[src/rtl/cpu_clk_pkg.sv]
// Shared types and default divider constants for the CPU clock-enable controller.
package cpu_clk_pkg;

  typedef enum logic [1:0] {
    IDLE         = 2'd0,
    PRESS_WAIT   = 2'd1,
    PRESSED      = 2'd2,
    RELEASE_WAIT = 2'd3
  } deb_state_e;

  localparam int unsigned FAST_DIV_DEF   = 50_000;
  localparam int unsigned SLOW_DIV_DEF   = 25_000_000;
  localparam int unsigned LIGHT_DIV_DEF  = 25_000;
  localparam int unsigned DEB_CYCLES_DEF = 1_000_000;

endpackage

[src/rtl/key_debounce.sv]
// Step-key synchroniser and press/release debounce FSM; emits one step pulse per
// debounced press.
module key_debounce
  import cpu_clk_pkg::*;
#(
  parameter int unsigned DEB_CYCLES = DEB_CYCLES_DEF
) (
  input  logic clk,
  input  logic clr,
  input  logic key_raw,
  output logic step_pulse_c
);

  localparam int unsigned DW = $clog2(DEB_CYCLES);
  localparam logic [DW-1:0] DEB_MAX = DW'(DEB_CYCLES - 1);

  logic          key_meta;
  logic          key_s;
  logic [1:0]    sync_vld;
  logic          armed;
  deb_state_e    state;
  deb_state_e    state_nx;
  logic [DW-1:0] deb_cnt;
  logic [DW-1:0] deb_cnt_nx;

  // A key held through clr must be seen released before it can start a press.
  always_ff @(posedge clk) begin
    if (clr) begin
      key_meta <= 1'b1;
      key_s    <= 1'b1;
      sync_vld <= 2'b00;
      armed    <= 1'b0;
    end else begin
      key_meta <= key_raw;
      key_s    <= key_meta;
      sync_vld <= {sync_vld[0], 1'b1};
      armed    <= armed | (sync_vld[1] & key_s);
    end
  end

  always_ff @(posedge clk) begin
    if (clr) begin
      state   <= IDLE;
      deb_cnt <= '0;
    end else begin
      state   <= state_nx;
      deb_cnt <= deb_cnt_nx;
    end
  end

  always_comb begin
    state_nx     = state;
    deb_cnt_nx   = deb_cnt;
    step_pulse_c = 1'b0;
    case (state)
      IDLE: begin
        if (armed && !key_s) begin
          state_nx   = PRESS_WAIT;
          deb_cnt_nx = '0;
        end
      end
      PRESS_WAIT: begin
        if (key_s) begin
          state_nx = IDLE;
        end else if (deb_cnt == DEB_MAX) begin
          state_nx     = PRESSED;
          step_pulse_c = 1'b1;
        end else begin
          deb_cnt_nx = deb_cnt + DW'(1);
        end
      end
      PRESSED: begin
        if (key_s) begin
          state_nx   = RELEASE_WAIT;
          deb_cnt_nx = '0;
        end
      end
      RELEASE_WAIT: begin
        if (!key_s) begin
          state_nx = PRESSED;
        end else if (deb_cnt == DEB_MAX) begin
          state_nx = IDLE;
        end else begin
          deb_cnt_nx = deb_cnt + DW'(1);
        end
      end
      default: state_nx = IDLE;
    endcase
  end

endmodule

[src/rtl/cpu_clk_ctrl.sv]
// CPU advance and display refresh enable generator: run/step mode selection,
// run-rate divider, display divider and registered outputs.
module cpu_clk_ctrl
  import cpu_clk_pkg::*;
#(
  parameter int unsigned FAST_DIV   = FAST_DIV_DEF,
  parameter int unsigned SLOW_DIV   = SLOW_DIV_DEF,
  parameter int unsigned LIGHT_DIV  = LIGHT_DIV_DEF,
  parameter int unsigned DEB_CYCLES = DEB_CYCLES_DEF
) (
  input  logic clk,
  input  logic clr,
  input  logic SW_choose,
  input  logic run_sw,
  input  logic step_key,
  output logic cpu_en,
  output logic light_en,
  output logic light_clk,
  output logic step_led
);

  localparam int unsigned CW = $clog2(SLOW_DIV);
  localparam int unsigned LW = $clog2(LIGHT_DIV);
  localparam logic [CW-1:0] FAST_MAX  = CW'(FAST_DIV - 1);
  localparam logic [CW-1:0] SLOW_MAX  = CW'(SLOW_DIV - 1);
  localparam logic [LW-1:0] LIGHT_MAX = LW'(LIGHT_DIV - 1);

  logic          fast_meta;
  logic          fast_s;
  logic          run_meta;
  logic          run_s;
  logic [CW-1:0] run_cnt;
  logic [CW-1:0] run_max_c;
  logic          run_tick_c;
  logic          mode_chg_c;
  logic          step_pulse_c;
  logic [LW-1:0] light_cnt;

  key_debounce #(
    .DEB_CYCLES (DEB_CYCLES)
  ) u_key_debounce (
    .clk          (clk),
    .clr          (clr),
    .key_raw      (step_key),
    .step_pulse_c (step_pulse_c)
  );

  // step_led tracks ~run_s exactly by sampling the same synchroniser stage.
  always_ff @(posedge clk) begin
    if (clr) begin
      fast_meta <= 1'b0;
      fast_s    <= 1'b0;
      run_meta  <= 1'b0;
      run_s     <= 1'b0;
      step_led  <= 1'b1;
    end else begin
      fast_meta <= SW_choose;
      fast_s    <= fast_meta;
      run_meta  <= run_sw;
      run_s     <= run_meta;
      step_led  <= ~run_meta;
    end
  end

  // Mode change is the edge on which run_s takes its new value.
  always_comb begin
    run_max_c  = fast_s ? FAST_MAX : SLOW_MAX;
    run_tick_c = run_s && (run_cnt >= run_max_c);
    mode_chg_c = run_meta != run_s;
  end

  always_ff @(posedge clk) begin
    if (clr) begin
      run_cnt <= '0;
      cpu_en  <= 1'b0;
    end else begin
      if (mode_chg_c || !run_s || run_tick_c) begin
        run_cnt <= '0;
      end else begin
        run_cnt <= run_cnt + CW'(1);
      end
      cpu_en <= !mode_chg_c && (run_s ? run_tick_c : step_pulse_c);
    end
  end

  // Display divider is free-running, independent of mode and switches.
  always_ff @(posedge clk) begin
    if (clr) begin
      light_cnt <= '0;
      light_en  <= 1'b0;
      light_clk <= 1'b0;
    end else if (light_cnt == LIGHT_MAX) begin
      light_cnt <= '0;
      light_en  <= 1'b1;
      light_clk <= ~light_clk;
    end else begin
      light_cnt <= light_cnt + LW'(1);
      light_en  <= 1'b0;
    end
  end

endmodule

[config.mk]
export PLATFORM = sky130hd
export DESIGN_NAME = cpu_clk_ctrl
export DESIGN_NICKNAME = d
export VERILOG_FILES = /design/src/rtl/cpu_clk_pkg.sv /design/src/rtl/key_debounce.sv /design/src/rtl/cpu_clk_ctrl.sv
export SDC_FILE = /design/constraint.sdc
export NUM_CORES = 1
export LEC_CHECK = 0
export CAP_MARGIN = 20
export CORE_MARGIN = 3
export CORE_UTILIZATION = 40
export CTS_BUF_LIST = sky130_fd_sc_hd__clkbuf_16
export CTS_CLUSTER_SIZE = 8
export DETAILED_ROUTE_END_ITERATION = 10
export DONT_BUFFER_PORTS = 1
export PLACE_DENSITY_LB_ADDON = 0.08
export SKIP_LAST_GASP = 1
export SYNTH_ARGS = -nofsm -noshare
export SYNTH_HDL_FRONTEND = slang
export SYNTH_SLANG_ARGS = --single-unit
[constraint.sdc]
create_clock -name clk -period 3 [get_ports clk]
set_input_delay 0.6 -clock clk [delete_from_list [all_inputs] [get_ports clk]]
set_output_delay 0.6 -clock clk [all_outputs]
set_load 0.02 [all_outputs]
==> impl_results.md <==
* CTS tree: done
* Mapped cell area at 0.003674 mm2
* Net count after synthesis at 426
* Status: finished, final reports clean
* Worst vdd ir at 0.3014 mV
* Via count at 2781
* Unrepaired setup endpoints after global routing: false
* R2R Path Start: fast_s
* Core area at 0.008806 mm2
* Drt total wl at 7332 um
* Post-CTS setup buffers at 0
* Die W at 101.8 um
* # nets final at 427
* CTS clock-pin slew for the worst setup and hold paths at 0.07 ns
* CTS resizes at 0
* CTS Hold Buffers Added at 0
* Diodes inserted at 0
* Post-synth ARST share at 0%
* Global-route wire length before repair at 13080 um
* Maxcap violations at 0
* Pre-antenna DRT Iters at 4
* TritonCTS buffer count at 9
* Slew margin rel. at 40.62%
* Post-synth EDFFs at 0
* Seq/Total Area, Yosys at 40.87%
* PortBufs at 0
* Design area at 0.004086 mm2
* CP peak stage delay at 0.38 ns
* Fmax at 425.6 MHz
* Main flop type after synthesis: dfxtp_1
* Setup CP Type: flip-flop to flip-flop
* Die Y at 101.8 um
* I/O Pins at 9
* Worst slew pin tran at 0.8885 ns
* FF+latch count, synth at 75
* Grt total ovfl at 0
* Hold Crit Class: primary input to flip-flop
* Critical-path maximum fanout at 19
* Largest net degree at the start of global routing at 26
* Clock Path Buffers at 2
* Initial core utilization at 41.72%
* Final Non-Filler Cells at 515
* Leak pwr at 1.454 nW
* Layout cells sized above 1 at 8.108%
* Final WS setup at 0.6501 ns
* Vias in the first global route at 2769
* Dpl ws at 0.6387 ns
* Distinct cell type count after synthesis at 51
* RePlAce Congestion at 0.7849
* Syn avg cell area at 9.161 um2
* Area leader, netlist: dfxtp_1
* CTS root buf: clkbuf_16
* Count leader, synth: dfxtp_1
* Worst Setup SP: fast_s
* Final min period at 2.350 ns
* Post-Syn Instances at 401
* Crit share post-route at 78.33%
* Yosys warns at 0
* Final antenna-violating net count at 0
* DR iter-0 viols at 97
* Post-synth top cells: dfxtp_1 (75), nor2_1 (40), nor3_1 (31)
* Depth of the most critical reg-to-reg path at 8
* Initial antenna violation count at 0
* Layout Skew at 0.009667 ns
* Post-synth top area share at 40.87%
* Final Hold Viols at 0
* Post-DP HPWL at 5154 um
* DIE AREA at 0.01037 mm2
* Max Slew Vio Count at 0
* Endpoints failing setup at 0
* Clock Sink Count at 75
* Wire per inst at 14.24 um
* Ranking of synthesized cells by area: dfxtp_1 (41%), ha_1 (6.8%), xor2_1 (6.0%)
* Placed Area at 0.003755 mm2
* CTS HTree Levels at 3
* Area growth, synth to finish at 11.24%
* Min-Delay Path Depth at 1
* # DRC at 0
* Final core occ at 46.41%
* Worst Path Arrival at 2.53 ns
* Slowest cell on crit path: a311o_1
* R2R Setup Slk at 0.65 ns
* # placed instances at 499
* Power per cell area at 552.2 mW/mm2
* Hold wc startpoint: clr
* Worst-skew pair later-pin latency at 0.33 ns
* Startpoint types: flip-flop
* CP Data Required Time at 3.18 ns
* Via/cell ratio at 5.400
* GRT Total Usage at 15.74%
* Worst setup EP type: flip-flop
* Setup TNS at 0 ns
* Num rows at 34
* Crit-path cells: buf_4 > ha_1 > nand4_1 > a211o_1 > a311o_1 > a31oi_4 > buf_12 > nor3_1
* Fillers at 839
## cell families (layout without fill, tap and decap cells)
kind of cell,after synthesis,count (layout),synth area share (%)
muxes,3,3,0.8515
and+or+nand+nor,192,192,28.68
adders and majority gates,20,20,6.812
xor gates and xnor gates,43,43,10.25
AOI/OAI and AO/OA,44,44,8.992
buffers and inverters,24,30,3.542
DFF,75,75,40.87
## per-stage QoR
step	hold WS (ns)	power [mW]
finish	0.3392	2.256
global route	0.3175	2.331
CTS	0.3235	2.285
detailed placement	0.4063	1.079
global placement	0.4095	1.078
floorplan	0.3895	1.072
## layer usage
layer,GRT usage (%),vias up,share of wire (%)
met5,0,-,0
met4,6.458,0,1.4
met3,2.662,7,2.1
met2,24.75,29,44
met1,21.53,1290,53
li1,-,1455,-
## critical path, delay by kind of cell, from the launching register on
kind,cells,cell delay (ns)
AOI/OAI and AO/OA,3,0.93
adders and majority gates,1,0.32
DFF,1,0.35
buffers and inverters,2,0.39
and+or+nand+nor,2,0.20
## layout make-up
type	count	area, um2	share of cell area (%)
Multi-Input combinational cell	302	2042	49.97
Sequential cell	75	1501	36.74
Clock buffer	9	225.2	5.511
Tap cell	108	135.1	3.307
Clock inverter	7	106.4	2.603
Inverter	11	41.29	1.010
Timing Repair Buffer	3	35.03	0.8573
## flip-flops by register name, summed over array words and instances (netlist names), 2 cells and up, named ones only
| signal | cells |
|---|---|
| run_cnt | 25 |
| u_key_debounce.deb_cnt | 20 |
| u_key_debounce.sync_vld | 2 |
| light_cnt | 15 |
## layout by cell type (no fill, tap or decap), types with 2 or more instances in the layout
| cell type | synthesis | final |
|---|---|---|
| a211o_1 | 3 | 3 |
| a211oi_1 | 2 | 2 |
| a21oi_1 | 13 | 13 |
| a22o_1 | 2 | 2 |
| and2_1 | 3 | 3 |
| and3_1 | 8 | 8 |
| and4_1 | 4 | 4 |
| buf_4 | 0 | 2 |
| bufinv_16 | 0 | 2 |
| clkbuf_16 | 0 | 9 |
| dfxtp_1 | 75 | 75 |
| ha_1 | 20 | 20 |
| inv_1 | 11 | 11 |
| inv_6 | 0 | 3 |
| mux2i_1 | 2 | 2 |
| nand2_1 | 25 | 25 |
| nand3_1 | 28 | 28 |
| nand4_1 | 10 | 10 |
| nand4b_1 | 4 | 4 |
| nor2_1 | 40 | 40 |
| nor2b_1 | 5 | 5 |
| nor3_1 | 31 | 31 |
| nor3b_1 | 3 | 3 |
| nor4_1 | 6 | 6 |
| nor4_4 | 2 | 2 |
| nor4b_1 | 2 | 2 |
| o21a_1 | 3 | 3 |
| o21ai_1 | 2 | 2 |
| o31ai_1 | 8 | 8 |
| or2_2 | 3 | 3 |
| or3_1 | 4 | 4 |
| or4_1 | 8 | 8 |
| xnor2_1 | 18 | 18 |
| xor2_1 | 25 | 25 |
## report_power, final
group | total, mW | leakage (nW) | internal [mW] | switching (mW)
clock | 1.20 | 0.163 | 0.745 | 0.456
combinational | 0.0429 | 0.684 | 0.0161 | 0.0269
sequential | 1.01 | 0.607 | 1.01 | 0.00710
total | 2.26 | 1.45 | 1.77 | 0.490
## final timing paths
path / end
max: run_cnt[20]
min: light_en
max reg2reg: run_cnt[20]
min reg2reg: u_key_debounce.key_s
Note: power is estimated with default switching activity, not from simulation.
==> variant: new RTL, same flow settings <==
Re-encode `deb_state_e` (4 states) as one-hot, 4 bits wide.
--- a/src/rtl/cpu_clk_pkg.sv
+++ b/src/rtl/cpu_clk_pkg.sv
@@ -1,11 +1,11 @@
 // Shared types and default divider constants for the CPU clock-enable controller.
 package cpu_clk_pkg;
 
-  typedef enum logic [1:0] {
-    IDLE         = 2'd0,
-    PRESS_WAIT   = 2'd1,
-    PRESSED      = 2'd2,
-    RELEASE_WAIT = 2'd3
+  typedef enum logic [3:0] {
+    IDLE         = 4'b0001,
+    PRESS_WAIT   = 4'b0010,
+    PRESSED      = 4'b0100,
+    RELEASE_WAIT = 4'b1000
   } deb_state_e;
 
   localparam int unsigned FAST_DIV_DEF   = 50_000;
Check against the original RTL: same outputs for any inputs over 10 cycles, from zero or initial values; not proved beyond that.
==> variant against the unedited design <==
- count of clock-buffer cells in the layout did not move
- worst setup slack lost 190 ps
- clock power shrank 9%
- non-clock buffer count grew 2
- routed wire length is 3.1% higher
- critical endpoint is now run_cnt[15]$_SDFF_PP0_
- final area up 2.0%
- sequential cell count grew 2
- total power down 3.6%
- clock skew down 0.62 ps
- synthesized area up 3.0%
==> variant: results (changes against the unedited design) <==
Parameter                              Value

Finish
  Seq_cells    77 (+2.7%)
  Share of cells above drive strength 1    6.04% (-2.1 points)
  Final nets    467 (+9.4%)
  Fraction of area in non-clock buffers    0.901% (+0.044 points)
  Area growth from synthesis to layout    10.1%
  Filler cell count    889 (+6.0%)
  Number of non-clock buffers in the layout    5 (+2)
  Count of multi-input gates    339 (+12%)

Yosys
  Cell types with the largest area share after synthesis    sky130_fd_sc_hd__dfxtp_1, sky130_fd_sc_hd__nor2_1, sky130_fd_sc_hd__xor2_1, sky130_fd_sc_hd__ha_1, sky130_fd_sc_hd__xnor2_1
  Synthesized instance count    444 (+11%)
  XOR/XNOR Fraction of Synth Area    11.6% (+1.3 points)
  Adder and majority cell fraction of the synthesized area    6.61% (-0.20 points)
  Post-synthesis cell type count    44 (-14%)

Timing
  Actual slew at the worst max-slew pin    441 ps (-447 ps)
  Final clock skew    9.04 ps (-0.624 ps)

Global routing
  Global-route met3 utilization    3.02% (+0.36 points)
  Global routing met1 resource utilization    21.6% (+0.095 points)
  Maximum number of pins on one net before global-route repair    28 (+7.7%)

Drt
  Drt total wl    7560 um (+3.1%)
  Met2 Routed Length    3290 um (+2.5%)
  Amount of wire on met3 after detailed routing    265 um (+72%)
  Detail-routed via count per cell    5.35 (-1.0%)

Status
  Outcome    complete, no violations

Worst setup path
  Slowest library cell on the worst path    sky130_fd_sc_hd__dfxtp_1
  Highest cell delay on the worst timing path    490 ps (+110 ps)
  Destination of the worst register-to-register timing path    run_cnt[15]$_SDFF_PP0_

Pwr
  Maximum vdd drop    295 uV (-2.0%)
  Clock network power    1090 uW (-9%)
  Net switching share of the total power    21.9% (+0.24 points)
  Share of total power in the clock network    50.2% (-3.0 points)

Place
  Pre-CTS setup slack    452 ps (-186 ps)
  Post-DP HPWL    5190 um (+0.77%)
variant: cell count changes after synthesis, moves of 4 or more:
cell                      change
sky130_fd_sc_hd__a31oi_1      +6
sky130_fd_sc_hd__or4_1        -6
sky130_fd_sc_hd__buf_6        -4
sky130_fd_sc_hd__nand4_1      +7
sky130_fd_sc_hd__xor2_1       +4
sky130_fd_sc_hd__buf_2        +5
sky130_fd_sc_hd__o21ai_0      +8
sky130_fd_sc_hd__o31ai_1      -5
sky130_fd_sc_hd__nor2_1      +42
sky130_fd_sc_hd__nor2b_1      +6
sky130_fd_sc_hd__nor3_1      -24
variant: kinds of logic after synthesis:
family / count (synthesis)
AND/OR/NAND/NOR: 223
flip-flops: 77
XOR/XNOR: 50
AO/OA/AOI/OAI: 44
buffers and inverters: 28
adder cells (fa/ha/maj): 20
multiplexers: 2
